$ cat src/rtl/smi_pkg.sv
// Shared SMI constants and write-address decode for the SMI write path.
package smi_pkg;

    localparam int unsigned BYTE_W         = 8;
    localparam int unsigned DEF_WORD_BYTES = 4;

    localparam logic [2:0] SMI_A_IDLE       = 3'b000;
    localparam logic [2:0] SMI_A_WRITE_900  = 3'b001;
    localparam logic [2:0] SMI_A_WRITE_2400 = 3'b010;
    localparam logic [2:0] SMI_A_WRITE_RES2 = 3'b011;
    localparam logic [2:0] SMI_A_READ_BASE  = 3'b100;

    typedef enum logic [1:0] {
        DEC_NONE,
        DEC_CH09,
        DEC_CH24,
        DEC_ERR
    } smi_dec_e;

    // Read addresses (a[2]=1) and idle are ignored by the write path.
    function automatic smi_dec_e smi_decode(input logic [2:0] a);
        smi_dec_e d;
        d = DEC_NONE;
        if ((a & SMI_A_READ_BASE) == 3'b000) begin
            case (a)
                SMI_A_WRITE_900:  d = DEC_CH09;
                SMI_A_WRITE_2400: d = DEC_CH24;
                SMI_A_WRITE_RES2: d = DEC_ERR;
                default:          d = DEC_NONE;
            endcase
        end
        return d;
    endfunction

endpackage

$ cat src/rtl/smi_write_packer_if.sv
// SMI write bus between the RPi side (master) and the write packer (slave).
interface smi_write_packer_if;
    logic [2:0] i_smi_a;
    logic       i_smi_swe_srw;
    logic [7:0] i_smi_data_in;
    logic       o_smi_write_ready;

    modport master (
        output i_smi_a,
        output i_smi_swe_srw,
        output i_smi_data_in,
        input  o_smi_write_ready
    );

    modport slave (
        input  i_smi_a,
        input  i_smi_swe_srw,
        input  i_smi_data_in,
        output o_smi_write_ready
    );
endinterface

$ cat src/rtl/smi_byte_packer.sv
// Per-channel MSB-first byte packer with FIFO push and sticky overflow.
module smi_byte_packer
    import smi_pkg::*;
#(
    parameter int unsigned WORD_BYTES = DEF_WORD_BYTES
) (
    input  logic                         i_sys_clk,
    input  logic                         i_reset_n,
    input  logic                         wr,
    input  logic [BYTE_W-1:0]            wr_byte,
    input  logic                         realign,
    input  logic                         clear_errors,
    input  logic                         fifo_full,
    output logic                         push,
    output logic [BYTE_W*WORD_BYTES-1:0] push_data,
    output logic                         overflow
);

    localparam int unsigned WORD_W = BYTE_W * WORD_BYTES;
    localparam int unsigned CNT_W  = (WORD_BYTES > 2) ? $clog2(WORD_BYTES) : 1;
    localparam logic [CNT_W-1:0] CNT_LAST = CNT_W'(WORD_BYTES - 1);

    logic [WORD_W-1:0] sr;
    logic [CNT_W-1:0]  byte_cnt;
    logic [WORD_W-1:0] next_word;
    logic              complete;

    assign next_word = {sr[WORD_W-BYTE_W-1:0], wr_byte};
    assign complete  = wr && !realign && (byte_cnt == CNT_LAST);

    always_ff @(posedge i_sys_clk or negedge i_reset_n) begin
        if (!i_reset_n) begin
            sr        <= '0;
            byte_cnt  <= '0;
            push      <= 1'b0;
            push_data <= '0;
        end else begin
            push <= 1'b0;
            if (realign) begin
                byte_cnt <= '0;
            end else if (wr) begin
                sr       <= next_word;
                byte_cnt <= complete ? '0 : byte_cnt + CNT_W'(1);
                if (complete && !fifo_full) begin
                    push      <= 1'b1;
                    push_data <= next_word;
                end
            end
        end
    end

    // A new drop beats a simultaneous clear so no overflow is ever lost.
    always_ff @(posedge i_sys_clk or negedge i_reset_n) begin
        if (!i_reset_n) begin
            overflow <= 1'b0;
        end else if (complete && fifo_full) begin
            overflow <= 1'b1;
        end else if (clear_errors) begin
            overflow <= 1'b0;
        end
    end

endmodule

$ cat src/rtl/smi_write_packer.sv
// SMI write path: synchronises the write strobe, decodes the address and
// feeds one byte packer per TX FIFO channel.
module smi_write_packer
    import smi_pkg::*;
#(
    parameter int unsigned SYNC_STAGES = 2,
    parameter int unsigned WORD_BYTES  = DEF_WORD_BYTES
) (
    input  logic                         i_sys_clk,
    input  logic                         i_reset_n,
    smi_write_packer_if.slave            smi,
    output logic                         o_fifo_09_push,
    output logic [BYTE_W*WORD_BYTES-1:0] o_fifo_09_push_data,
    input  logic                         i_fifo_09_full,
    output logic                         o_fifo_24_push,
    output logic [BYTE_W*WORD_BYTES-1:0] o_fifo_24_push_data,
    input  logic                         i_fifo_24_full,
    input  logic                         i_realign,
    input  logic                         i_clear_errors,
    output logic                         o_overflow_09,
    output logic                         o_overflow_24,
    output logic                         o_address_error
);

    logic [SYNC_STAGES-1:0] swe_sync;
    logic [2:0]             a_sync [SYNC_STAGES];
    logic [BYTE_W-1:0]      d_sync [SYNC_STAGES];
    logic                   swe_prev;
    logic                   capture;
    smi_dec_e               dec;

    logic              wr09_q;
    logic              wr24_q;
    logic [BYTE_W-1:0] byte_q;
    logic              ready_q;

    always_ff @(posedge i_sys_clk or negedge i_reset_n) begin
        if (!i_reset_n) begin
            swe_sync <= '1;
            swe_prev <= 1'b1;
            for (int unsigned i = 0; i < SYNC_STAGES; i++) begin
                a_sync[i] <= '0;
                d_sync[i] <= '0;
            end
        end else begin
            swe_sync  <= {swe_sync[SYNC_STAGES-2:0], smi.i_smi_swe_srw};
            swe_prev  <= swe_sync[SYNC_STAGES-1];
            a_sync[0] <= smi.i_smi_a;
            d_sync[0] <= smi.i_smi_data_in;
            for (int unsigned i = 1; i < SYNC_STAGES; i++) begin
                a_sync[i] <= a_sync[i-1];
                d_sync[i] <= d_sync[i-1];
            end
        end
    end

    assign capture = swe_prev && !swe_sync[SYNC_STAGES-1];
    assign dec     = smi_decode(a_sync[SYNC_STAGES-1]);

    // Decoded byte is registered once so push lands SYNC_STAGES+2 clocks
    // after the strobe edge; realign during capture drops the byte here.
    always_ff @(posedge i_sys_clk or negedge i_reset_n) begin
        if (!i_reset_n) begin
            wr09_q  <= 1'b0;
            wr24_q  <= 1'b0;
            byte_q  <= '0;
            ready_q <= 1'b0;
        end else begin
            wr09_q  <= capture && (dec == DEC_CH09) && !i_realign;
            wr24_q  <= capture && (dec == DEC_CH24) && !i_realign;
            byte_q  <= d_sync[SYNC_STAGES-1];
            ready_q <= !i_fifo_09_full && !i_fifo_24_full;
        end
    end

    always_ff @(posedge i_sys_clk or negedge i_reset_n) begin
        if (!i_reset_n) begin
            o_address_error <= 1'b0;
        end else if (capture && (dec == DEC_ERR)) begin
            o_address_error <= 1'b1;
        end else if (i_clear_errors) begin
            o_address_error <= 1'b0;
        end
    end

    assign smi.o_smi_write_ready = ready_q;

    smi_byte_packer #(.WORD_BYTES(WORD_BYTES)) u_pack_09 (
        .i_sys_clk    (i_sys_clk),
        .i_reset_n    (i_reset_n),
        .wr           (wr09_q),
        .wr_byte      (byte_q),
        .realign      (i_realign),
        .clear_errors (i_clear_errors),
        .fifo_full    (i_fifo_09_full),
        .push         (o_fifo_09_push),
        .push_data    (o_fifo_09_push_data),
        .overflow     (o_overflow_09)
    );

    smi_byte_packer #(.WORD_BYTES(WORD_BYTES)) u_pack_24 (
        .i_sys_clk    (i_sys_clk),
        .i_reset_n    (i_reset_n),
        .wr           (wr24_q),
        .wr_byte      (byte_q),
        .realign      (i_realign),
        .clear_errors (i_clear_errors),
        .fifo_full    (i_fifo_24_full),
        .push         (o_fifo_24_push),
        .push_data    (o_fifo_24_push_data),
        .overflow     (o_overflow_24)
    );

endmodule

$ cat src/flat_wrapper.sv
// flat-port wrapper written by rule: the top's interface ports become plain ports
module smi_write_packer_flat import smi_pkg::*;
#(
    parameter int unsigned SYNC_STAGES = 2,
    parameter int unsigned WORD_BYTES  = DEF_WORD_BYTES
)
  (i_sys_clk, i_reset_n, o_fifo_09_push, o_fifo_09_push_data, i_fifo_09_full, o_fifo_24_push, o_fifo_24_push_data, i_fifo_24_full, i_realign, i_clear_errors, o_overflow_09, o_overflow_24, o_address_error, smi_i_smi_a, smi_i_smi_swe_srw, smi_i_smi_data_in, smi_o_smi_write_ready);
  smi_write_packer_if smi_i ();
  input  logic i_sys_clk;
  input  logic i_reset_n;
  output logic o_fifo_09_push;
  output logic [BYTE_W*WORD_BYTES-1:0] o_fifo_09_push_data;
  input  logic i_fifo_09_full;
  output logic o_fifo_24_push;
  output logic [BYTE_W*WORD_BYTES-1:0] o_fifo_24_push_data;
  input  logic i_fifo_24_full;
  input  logic i_realign;
  input  logic i_clear_errors;
  output logic o_overflow_09;
  output logic o_overflow_24;
  output logic o_address_error;
  input wire logic [$bits(smi_i.i_smi_a)-1:0] smi_i_smi_a;
  input wire logic [$bits(smi_i.i_smi_swe_srw)-1:0] smi_i_smi_swe_srw;
  input wire logic [$bits(smi_i.i_smi_data_in)-1:0] smi_i_smi_data_in;
  output wire logic [$bits(smi_i.o_smi_write_ready)-1:0] smi_o_smi_write_ready;
  assign smi_i.i_smi_a = smi_i_smi_a;
  assign smi_i.i_smi_swe_srw = smi_i_smi_swe_srw;
  assign smi_i.i_smi_data_in = smi_i_smi_data_in;
  assign smi_o_smi_write_ready = smi_i.o_smi_write_ready;
  smi_write_packer #(.SYNC_STAGES(SYNC_STAGES), .WORD_BYTES(WORD_BYTES)) u_core (.i_sys_clk(i_sys_clk), .i_reset_n(i_reset_n), .smi(smi_i), .o_fifo_09_push(o_fifo_09_push), .o_fifo_09_push_data(o_fifo_09_push_data), .i_fifo_09_full(i_fifo_09_full), .o_fifo_24_push(o_fifo_24_push), .o_fifo_24_push_data(o_fifo_24_push_data), .i_fifo_24_full(i_fifo_24_full), .i_realign(i_realign), .i_clear_errors(i_clear_errors), .o_overflow_09(o_overflow_09), .o_overflow_24(o_overflow_24), .o_address_error(o_address_error));
endmodule
$ cat config.mk
export PLATFORM = sky130hd
export DESIGN_NAME = smi_write_packer_flat
export DESIGN_NICKNAME = d
export VERILOG_FILES = /design/src/rtl/smi_pkg.sv /design/src/rtl/smi_write_packer_if.sv /design/src/rtl/smi_byte_packer.sv /design/src/rtl/smi_write_packer.sv /design/src/flat_wrapper.sv
export SDC_FILE = /design/constraint.sdc
export NUM_CORES = 1
export LEC_CHECK = 0
export ABC_CLOCK_PERIOD_IN_PS = 2000
export BUFFER_PORTS_ARGS = -buffer_cell sky130_fd_sc_hd__buf_2
export CAP_MARGIN = 40
export CORE_MARGIN = 3
export CORE_UTILIZATION = 45
export DETAILED_ROUTE_END_ITERATION = 7
export PLACE_DENSITY = 0.66
export SLEW_MARGIN = 25
export SYNTH_ARGS = -nofsm -noshare
export SYNTH_HDL_FRONTEND = slang
export SYNTH_SLANG_ARGS = --single-unit
$ cat constraint.sdc
create_clock -name i_sys_clk -period 2 [get_ports i_sys_clk]
set_input_delay 0.4 -clock i_sys_clk [delete_from_list [all_inputs] [get_ports i_sys_clk]]
set_output_delay 0.4 -clock i_sys_clk [all_outputs]
set_load 0.02 [all_outputs]
# Word-level counts from Yosys, hierarchy flattened
# Index checks and enable logic that the tools add are counted.
# word_totals
input_bits	18
output_inout_bits	70
register_bits	157
# op_classes
n_bitwise	1
add_sub_neg	2
reduce_logical	29
mux	18
eq_ne	8
# op_table
cell	count
$logic_and A1 B1 Y1	15
$mux W2	7
$mux W1	10
$reduce_bool A2 Y1	5
$eq A2 B2 Y1 const B	4
$eq A3 B2 Y1 const B	2
$pmux W2 S3	1
$reduce_and A3 Y1	2
$add A2 B1 Y2 const B	2
$logic_not A1 Y1	4
$reduce_and A2 Y1	2
$eq A3 B1 Y1 const B	1
$logic_not A3 Y1	1
$eq A2 B1 Y1 const B	1
$not A1 Y1	1

# Longest topological paths before layout
# Gate-level depths: netlist (run 1).
# logic_depth
depth_word	7
depth_mapped	5
mapped_depth_nobuf	3

# Cells and area by module
# Synthesis (run 1) repeated with hierarchy kept, for this count alone.
# hier_totals
hier_cells	310
area_unflattened_um2	5829.3
# by_module_without_submodules
module	n_inst	cells_each	seq_area_each_um2	area_each_um2
smi_byte_packer	2	133	1501.4	2418.6
smi_write_packer	1	44	929.6	992.2

# Worst setup path before layout (run 1)
# No wires, ideal clock.
# synth_path
path_kind	register -> register
from	register u_core.u_pack_24.byte_cnt[0]
to	register u_core.u_pack_24.push_data[10]
arrival_time_ps	1326
period_less_slack_ps	1451
path_buffers	2
t_required_ps	1875
stages_incl_launch_ff	6
setup_slack_ps	549
cell_sequence	dfrtp_1 -> ha_1 -> nor4bb_1 -> buf_4 -> buf_6 -> mux2_2
# synth_between
elab_chain_len	4
# synth_lines
item	line	text
start: declaration	smi_byte_packer.sv:24	logic [CNT_W-1:0] byte_cnt;
start signal: assignment	smi_byte_packer.sv:43	byte_cnt <= complete ? '0 : byte_cnt + CNT_W'(1);
$eq A2 B2 Y1	smi_byte_packer.sv:29	assign complete = wr && !realign && (byte_cnt == CNT_LAST);
$logic_and A1 B1 Y1	smi_byte_packer.sv:29	
$logic_and A1 B1 Y1	smi_byte_packer.sv:44	if (complete && !fifo_full) begin
$reduce_and A3 Y1 (no line)	-	
end signal: assignment	smi_byte_packer.sv:46	push_data <= next_word;
end: declaration	smi_byte_packer.sv:15	output logic [BYTE_W*WORD_BYTES-1:0] push_data,
# Every way passes these cells.
# A chain may end at the register's enable or synchronous reset.

# Final worst setup path (run 1)
# layout_path
from	register u_core.u_pack_24.byte_cnt[0]
to	register u_core.u_pack_24.push_data[29]
# The elaborated chain is that of the path after synthesis.

==> results.toml, run 1 <==
[place]
io_buffers = 87
preCtsSetupSlack_ps = 330.2
hpwl_um = 6212
globalplace.congestion = 0.7297

[detailed_routing]
drc = 0
ant_nets = 0
wl_per_cell_um = 16.01
initialDrtViolationCount = 106
dr.pass1.iters = 4
vias_per_cell = 4.767
vias = 2808
routed_wl_um = 9427

[logic_synthesis]
netlist_instances = 306
synth_common_cells = "154 x dfrtp_1, 83 x mux2_2, 29 x mux2_4, 7 x buf_6, 6 x buf_2"
netlist_area_um2 = 5602
yosys_warnings = 0
seq_area_frac_synth = 0.7020
synth-edff-count = 0
avgSynthCellArea_um2 = 18.31
synth_nets = 326
synth_area_leader_cell = "dfrtp_1"
async_reset_ff_frac = 1.000
synth_seq_cells = 157
synth_top_cell_area_share = 0.6880
yosysMostFrequentCell = "dfrtp_1"
yosysUniqueCellTypes = 18
ys_top_cells_by_area = "dfrtp_1 69%, mux2_2 17%, mux2_4 7.8%"
synthFlopType = "dfrtp_1"

[layout]
fin_nets = 428
final_layout_size_suffix_gt1_frac = 0.5629
area_growth_pct = 21.67
antenna_cells = 0
fillCellCount = 1037

[cts]
cts.sinks = 157
clk_pin_slew_ps = 50
htree_levels = 4
cts_tree = "done"
cts_buffer_depth = 2
postCtsSetupBuffers = 0
post_cts_resized = 0
clock-root-buffer = "clkbuf_16"
clk_latency_ps = 410
cts_buffers = 17

[worst_setup_path]
cp_max_fo = 33
start_kind = "flip-flop"
critPathArrivalTime_ps = 1850
required_ps = 2290
endpoint_kind = "flip-flop"
critPathKind = "flip-flop to flip-flop"

[global_route]
grt.total_usage = 0.1496
antenna_found_initial = 0
globalRouteMet2Util = 0.2381
grt_overflow = 0
busiest_layer = "met2"
grt_max_degree = 50
grt_pass1_wl_um = 16260
grt.met1_usage = 0.1860
use_met3 = 0.05094
first_global_vias = 3140

[sta]
setup_viol = 0
setup_ws_ps = 436.6
setup_tns_ps = 0
fin_crit_ps = 1563
fmax_mhz = 639.6
tightestPinTransition_ps = 473.8
post-route-period-util = 0.7817
grt_setup_unrepaired = "false"
final.setup_skew_ps = 8.212
maxSlewViolCount = 0
slew_headroom = 0.6842
hold_viol = 0

[pwr]
finalPower_mw = 6.278
power.leakage_nw = 3.555
ir_drop_uv = 576.6
p_per_area_nw_per_um2 = 921.2

[die]
die_h_um = 117.6
coreArea_um2 = 12110
num_rows = 40
io_pins = 88
die_area_um2 = 13820
fp.dieW_um = 117.6
initial_core_util = 0.4625

[outcome]
status = "finished clean"

[hold_path]
hold_path.class = "primary input to flip-flop"

[flow_run]
max_cap_violations = 0
critical path, stage by stage, from the launching register on:
cell,delay [ps]
dfrtp_1,370
ha_1,190
nor4bb_4,260
buf_12,250
mux2_2,360
flip-flops by register name (all words and copies together), names as in the netlist:
signal                        count
u_core.d_sync                    16
u_core.byte_q                     8
u_core.a_sync                     6
u_core.wr24_q                     1
u_core.u_pack_24.sr              24
u_core.u_pack_09.push_data       32
u_core.u_pack_24.push             1
u_core.smi.o_smi_write_ready      1
u_core.o_address_error            1
u_core.u_pack_24.overflow         1
u_core.wr09_q                     1
u_core.swe_sync                   2
u_core.u_pack_24.push_data       32
u_core.u_pack_09.overflow         1
u_core.u_pack_09.byte_cnt         2
u_core.u_pack_09.sr              24
u_core.swe_prev                   1
u_core.u_pack_24.byte_cnt         2
u_core.u_pack_09.push             1
report_power, final:
| part | switching, mW | leakage, nW | internal, mW |
|---|---|---|---|
| Combinational | 0.0921 | 1.21 | 0.0784 |
| Sequential | 0.0612 | 2.10 | 3.27 |
| Clock | 1.13 | 0.247 | 1.65 |
| Total | 1.28 | 3.56 | 5.00 |
cell type report:
cell class / instances / area, um^2 / share of cell area
sequential: 157 / 3933 / 0.5770
multi-input combinational: 134 / 1569 / 0.2302
timing repair buffer: 97 / 594.3 / 0.08720
clock buffer: 29 / 490.5 / 0.07197
tap: 168 / 210.2 / 0.03084
clock inverter: 3 / 15.01 / 0.002203
inverter: 1 / 3.754 / 0.0005508
final timing paths:
kind,cells past startpoint,to,slack [ps],startpoint
worst max register to register,4,u_core.u_pack_24.push_data[29]$_DFFE_PN0P_,440,u_core.u_pack_24.byte_cnt[0]$_DFFE_PN0P_
worst min register to register,0,u_core.byte_q[5]$_DFF_PN0_,340,u_core.d_sync[5]$_DFF_PN0_
min in group asynchronous,2,u_core.u_pack_24.sr[9]$_DFFE_PN0P_,500,i_reset_n
max in group asynchronous,3,u_core.swe_sync[1]$_DFF_PN1_,820,i_reset_n
worst min-delay path,1,u_core.swe_sync[0]$_DFF_PN1_,90,smi_i_smi_swe_srw
worst max-delay path,4,u_core.u_pack_24.push_data[29]$_DFFE_PN0P_,440,u_core.u_pack_24.byte_cnt[0]$_DFFE_PN0P_
timing repair:
action                     in CTS  in global routing
hold buffers                    1                  0
hold endpoints to repair       44                  0
setup endpoints to repair       0                  0
kinds of logic after synthesis:
group | Yosys count | synth area share
AO/OA/AOI/OAI | 3 | 0.005361
XOR/XNOR | 2 | 0.003128
adder cells (fa/ha/maj) | 2 | 0.004467
buffers and inverters | 15 | 0.02144
flip-flops | 157 | 0.7020
multiplexers | 114 | 0.2482
AND/OR/NAND/NOR | 13 | 0.01541
stage by stage:
step                        util  hold WS, ps  area, um^2  instances
after floorplan                -        104.4        5602        306
after global placement    0.5201        332.3        6300        556
after detailed placement  0.5201        334.7        6300        556
after CTS                 0.5627        70.56        6815        589
after global routing      0.5627        67.30        6815        589
final                     0.5627        93.45        6815        589
placed cells by master, fill, tap and decap left out, types with 2 or more instances in the layout:
cell type / count
dfrtp_1: 154
buf_2: 86
mux2_2: 83
mux2_4: 29
clkbuf_16: 17
clkbuf_1: 10
buf_12: 6
nor2_1: 5
nor3b_1: 3
a32o_1: 3
clkinv_2: 3
buf_4: 3
dfstp_2: 3
nor2b_2: 2
xnor2_1: 2
mux2i_1: 2
ha_1: 2
clkbuf_8: 2
metal layers:
layer  vias to the layer above  part of all wire
met3                        12             0.045
met5                         -                 0
met2                        69              0.49
met4                         0             0.018
met1                      1456              0.45
li1                       1271                 -
No activity file was read; power rests on OpenSTA's default activity.
==> inputs of run 2 (changes only) <==
--- a/config.mk
+++ b/config.mk
@@ -5,13 +5,13 @@
 export SDC_FILE = /design/constraint.sdc
 export NUM_CORES = 1
 export LEC_CHECK = 0
-export ABC_CLOCK_PERIOD_IN_PS = 2000
+export ABC_CLOCK_PERIOD_IN_PS = 1300
 export BUFFER_PORTS_ARGS = -buffer_cell sky130_fd_sc_hd__buf_2
 export CAP_MARGIN = 40
 export CORE_MARGIN = 3
 export CORE_UTILIZATION = 45
 export DETAILED_ROUTE_END_ITERATION = 7
-export PLACE_DENSITY = 0.66
+export PLACE_DENSITY = 0.68
 export SLEW_MARGIN = 25
 export SYNTH_ARGS = -nofsm -noshare
 export SYNTH_HDL_FRONTEND = slang
==> constraint.sdc (replaced) <==
create_clock -name i_sys_clk -period 1.3 [get_ports i_sys_clk]
set_input_delay 0.26 -clock i_sys_clk [delete_from_list [all_inputs] [get_ports i_sys_clk]]
set_output_delay 0.26 -clock i_sys_clk [all_outputs]
set_load 0.02 [all_outputs]
==> run 2 against run 1 <==
  * Critical endpoint is now u_core.u_pack_24.push_data[21]$_DFFE_PN0P_
  * Critical path type unchanged
  * The run now ends with negative setup slack left
  * Count of clock-buffer cells in the layout is 4 lower
  * Worst hold slack gained 23 ps
  * Combinational power is 110% higher
  * Power increased by 62%
  * Routed wire length is 22% higher
==> results.toml, run 2 (synthesis gave the netlist of run 1 again) <==
[outcome]
status = "finished with violations"
failed_checks = "negative setup slack"

[worst_setup_path]
max_stage_delay_ps = 360
worstPathCellList = "ha_2 -> nor4bb_4 -> buf_6 -> buf_12 -> mux2_2"
endpoint_kind = "flip-flop"
critPathKind = "flip-flop to flip-flop"
cp_max_fo = 9
required_ps = 1600
critPathArrivalTime_ps = 1900
start_kind = "flip-flop"
cp_slowest_cell = "dfrtp_1"

[sta]
fmax_mhz = 624.5
setup_viol = 89
fin_crit_ps = 1601
maxSlewViolCount = 0
grt_setup_unrepaired = "true"
slew_headroom = 0.7228
post-route-period-util = 1.232
setup_ws_ps = -301.3
hold_viol = 0
timing.hold.ws_ps = 116.5
tightestPinTransition_ps = 415.7
final.setup_skew_ps = 5.659

[cts]
cts_buffers = 17
cts.sinks = 157
clk_pin_slew_ps = 60
cts_buffer_depth = 2
cts_tree = "done"
htree_levels = 4
clk_latency_ps = 420
clock-root-buffer = "clkbuf_16"

[global_route]
grt_pass1_wl_um = 17970
first_global_vias = 3322
antenna_found_initial = 0
grt_overflow = 0
grt.total_usage = 0.1670
grt_max_degree = 41

[detailed_routing]
routed_wl_um = 11540
vias = 3062
ant_nets = 0
vias_per_cell = 4.792
dr.pass1.iters = 4
drc = 0
initialDrtViolationCount = 138
wl_per_cell_um = 18.06

[die]
die_area_um2 = 13820
fp.dieW_um = 117.6
die_h_um = 117.6
io_pins = 88
num_rows = 40
coreArea_um2 = 12110
initial_core_util = 0.4625

[flow_run]
max_cap_violations = 0

[layout]
final_area_um2 = 7805
antenna_cells = 0
top_regs = "u_core.u_pack_09.push_data (32), u_core.u_pack_24.push_data (32)"
fin_nets = 478
area_growth_pct = 39.33
final_common_cell = "dfrtp_1"
final_layout_size_suffix_gt1_frac = 0.6093
instances_no_fill = 639
final_cell_mix = "154 x dfrtp_1, 97 x mux2_4, 86 x buf_2, 22 x clkbuf_16, 19 x buf_4"

[place]
dp.cells = 566
preCtsSetupSlack_ps = -287.2
hpwl_um = 6327
io_buffers = 87
globalplace.congestion = 0.7175
dpl_cell_area_um2 = 6402

[pwr]
p_per_area_nw_per_um2 = 1304
ir_drop_uv = 851.1
finalPower_mw = 10.18
power.leakage_nw = 3.976

[hold_path]
hold_path.class = "primary input to flip-flop"
==> run 2: report_power, final <==
part / internal [mW] / switching, mW
sequential: 5.03 / 0.106
combinational: 0.198 / 0.160
clock: 2.87 / 1.81
==> run 2: metrics by stage <==
step                TNS [ps]  utilization
detailed placement    -20310       0.5286
global placement      -16670       0.5286
CTS                   -16430       0.6216
global route          -22130       0.6444
finish                -17850       0.6444
floorplan              -7641            -
==> run 2: final timing paths <==
kind	cells after the start	slack (ps)	from	endpoint
worst max-delay path	5	-300	u_core.u_pack_24.byte_cnt[1]$_DFFE_PN0P_	u_core.u_pack_24.push_data[21]$_DFFE_PN0P_
worst min-delay path	2	120	i_realign	u_core.u_pack_24.byte_cnt[0]$_DFFE_PN0P_
worst max register to register	5	-300	u_core.u_pack_24.byte_cnt[1]$_DFFE_PN0P_	u_core.u_pack_24.push_data[21]$_DFFE_PN0P_
worst min register to register	0	350	u_core.d_sync[4]$_DFF_PN0_	u_core.byte_q[4]$_DFF_PN0_
max in group asynchronous	3	440	i_reset_n	u_core.u_pack_24.sr[15]$_DFFE_PN0P_
min in group asynchronous	2	330	i_reset_n	u_core.u_pack_09.push_data[29]$_DFFE_PN0P_
==> run 2: final cells by class <==
| class | instances | area, um^2 |
|---|---|---|
| flip-flops and latches | 157 | 3933 |
| clock inverters | 7 | 62.56 |
| inverters | 1 | 3.754 |
| fillers | 880 | 4307 |
| repair buffers | 147 | 1234 |
| well taps | 168 | 210.2 |
| clock buffers | 25 | 505.5 |
| multi-input cells | 134 | 1857 |
==> run 2: worst max-delay path: cells and delay by family, from the launching register on <==
family	cells	cell delay (ps)
DFF	1	360
adders and majority gates	1	200
muxes	1	340
buffers and inverters	2	360
and+or+nand+nor	1	210
==> run 2: what timing repair did <==
item / CTS / global route
hold endpoints to repair: 44 / 0
gates cloned: 5 / 6
setup endpoints to repair: 92 / 115
hold buffers: 13 / 0
pin swaps: 1 / 3
setup buffers: 12 / 13
resized for setup: 51 / 49
==> run 2: per-layer routing <==
layer | wire [um] | global-route usage | up-vias
li1 | - | - | 1379
met1 | 5464 | 0.2256 | 1598
met2 | 5470 | 0.2598 | 70
met3 | 446 | 0.04805 | 15
met4 | 160 | 0.06154 | 0
met5 | 0 | 0 | -
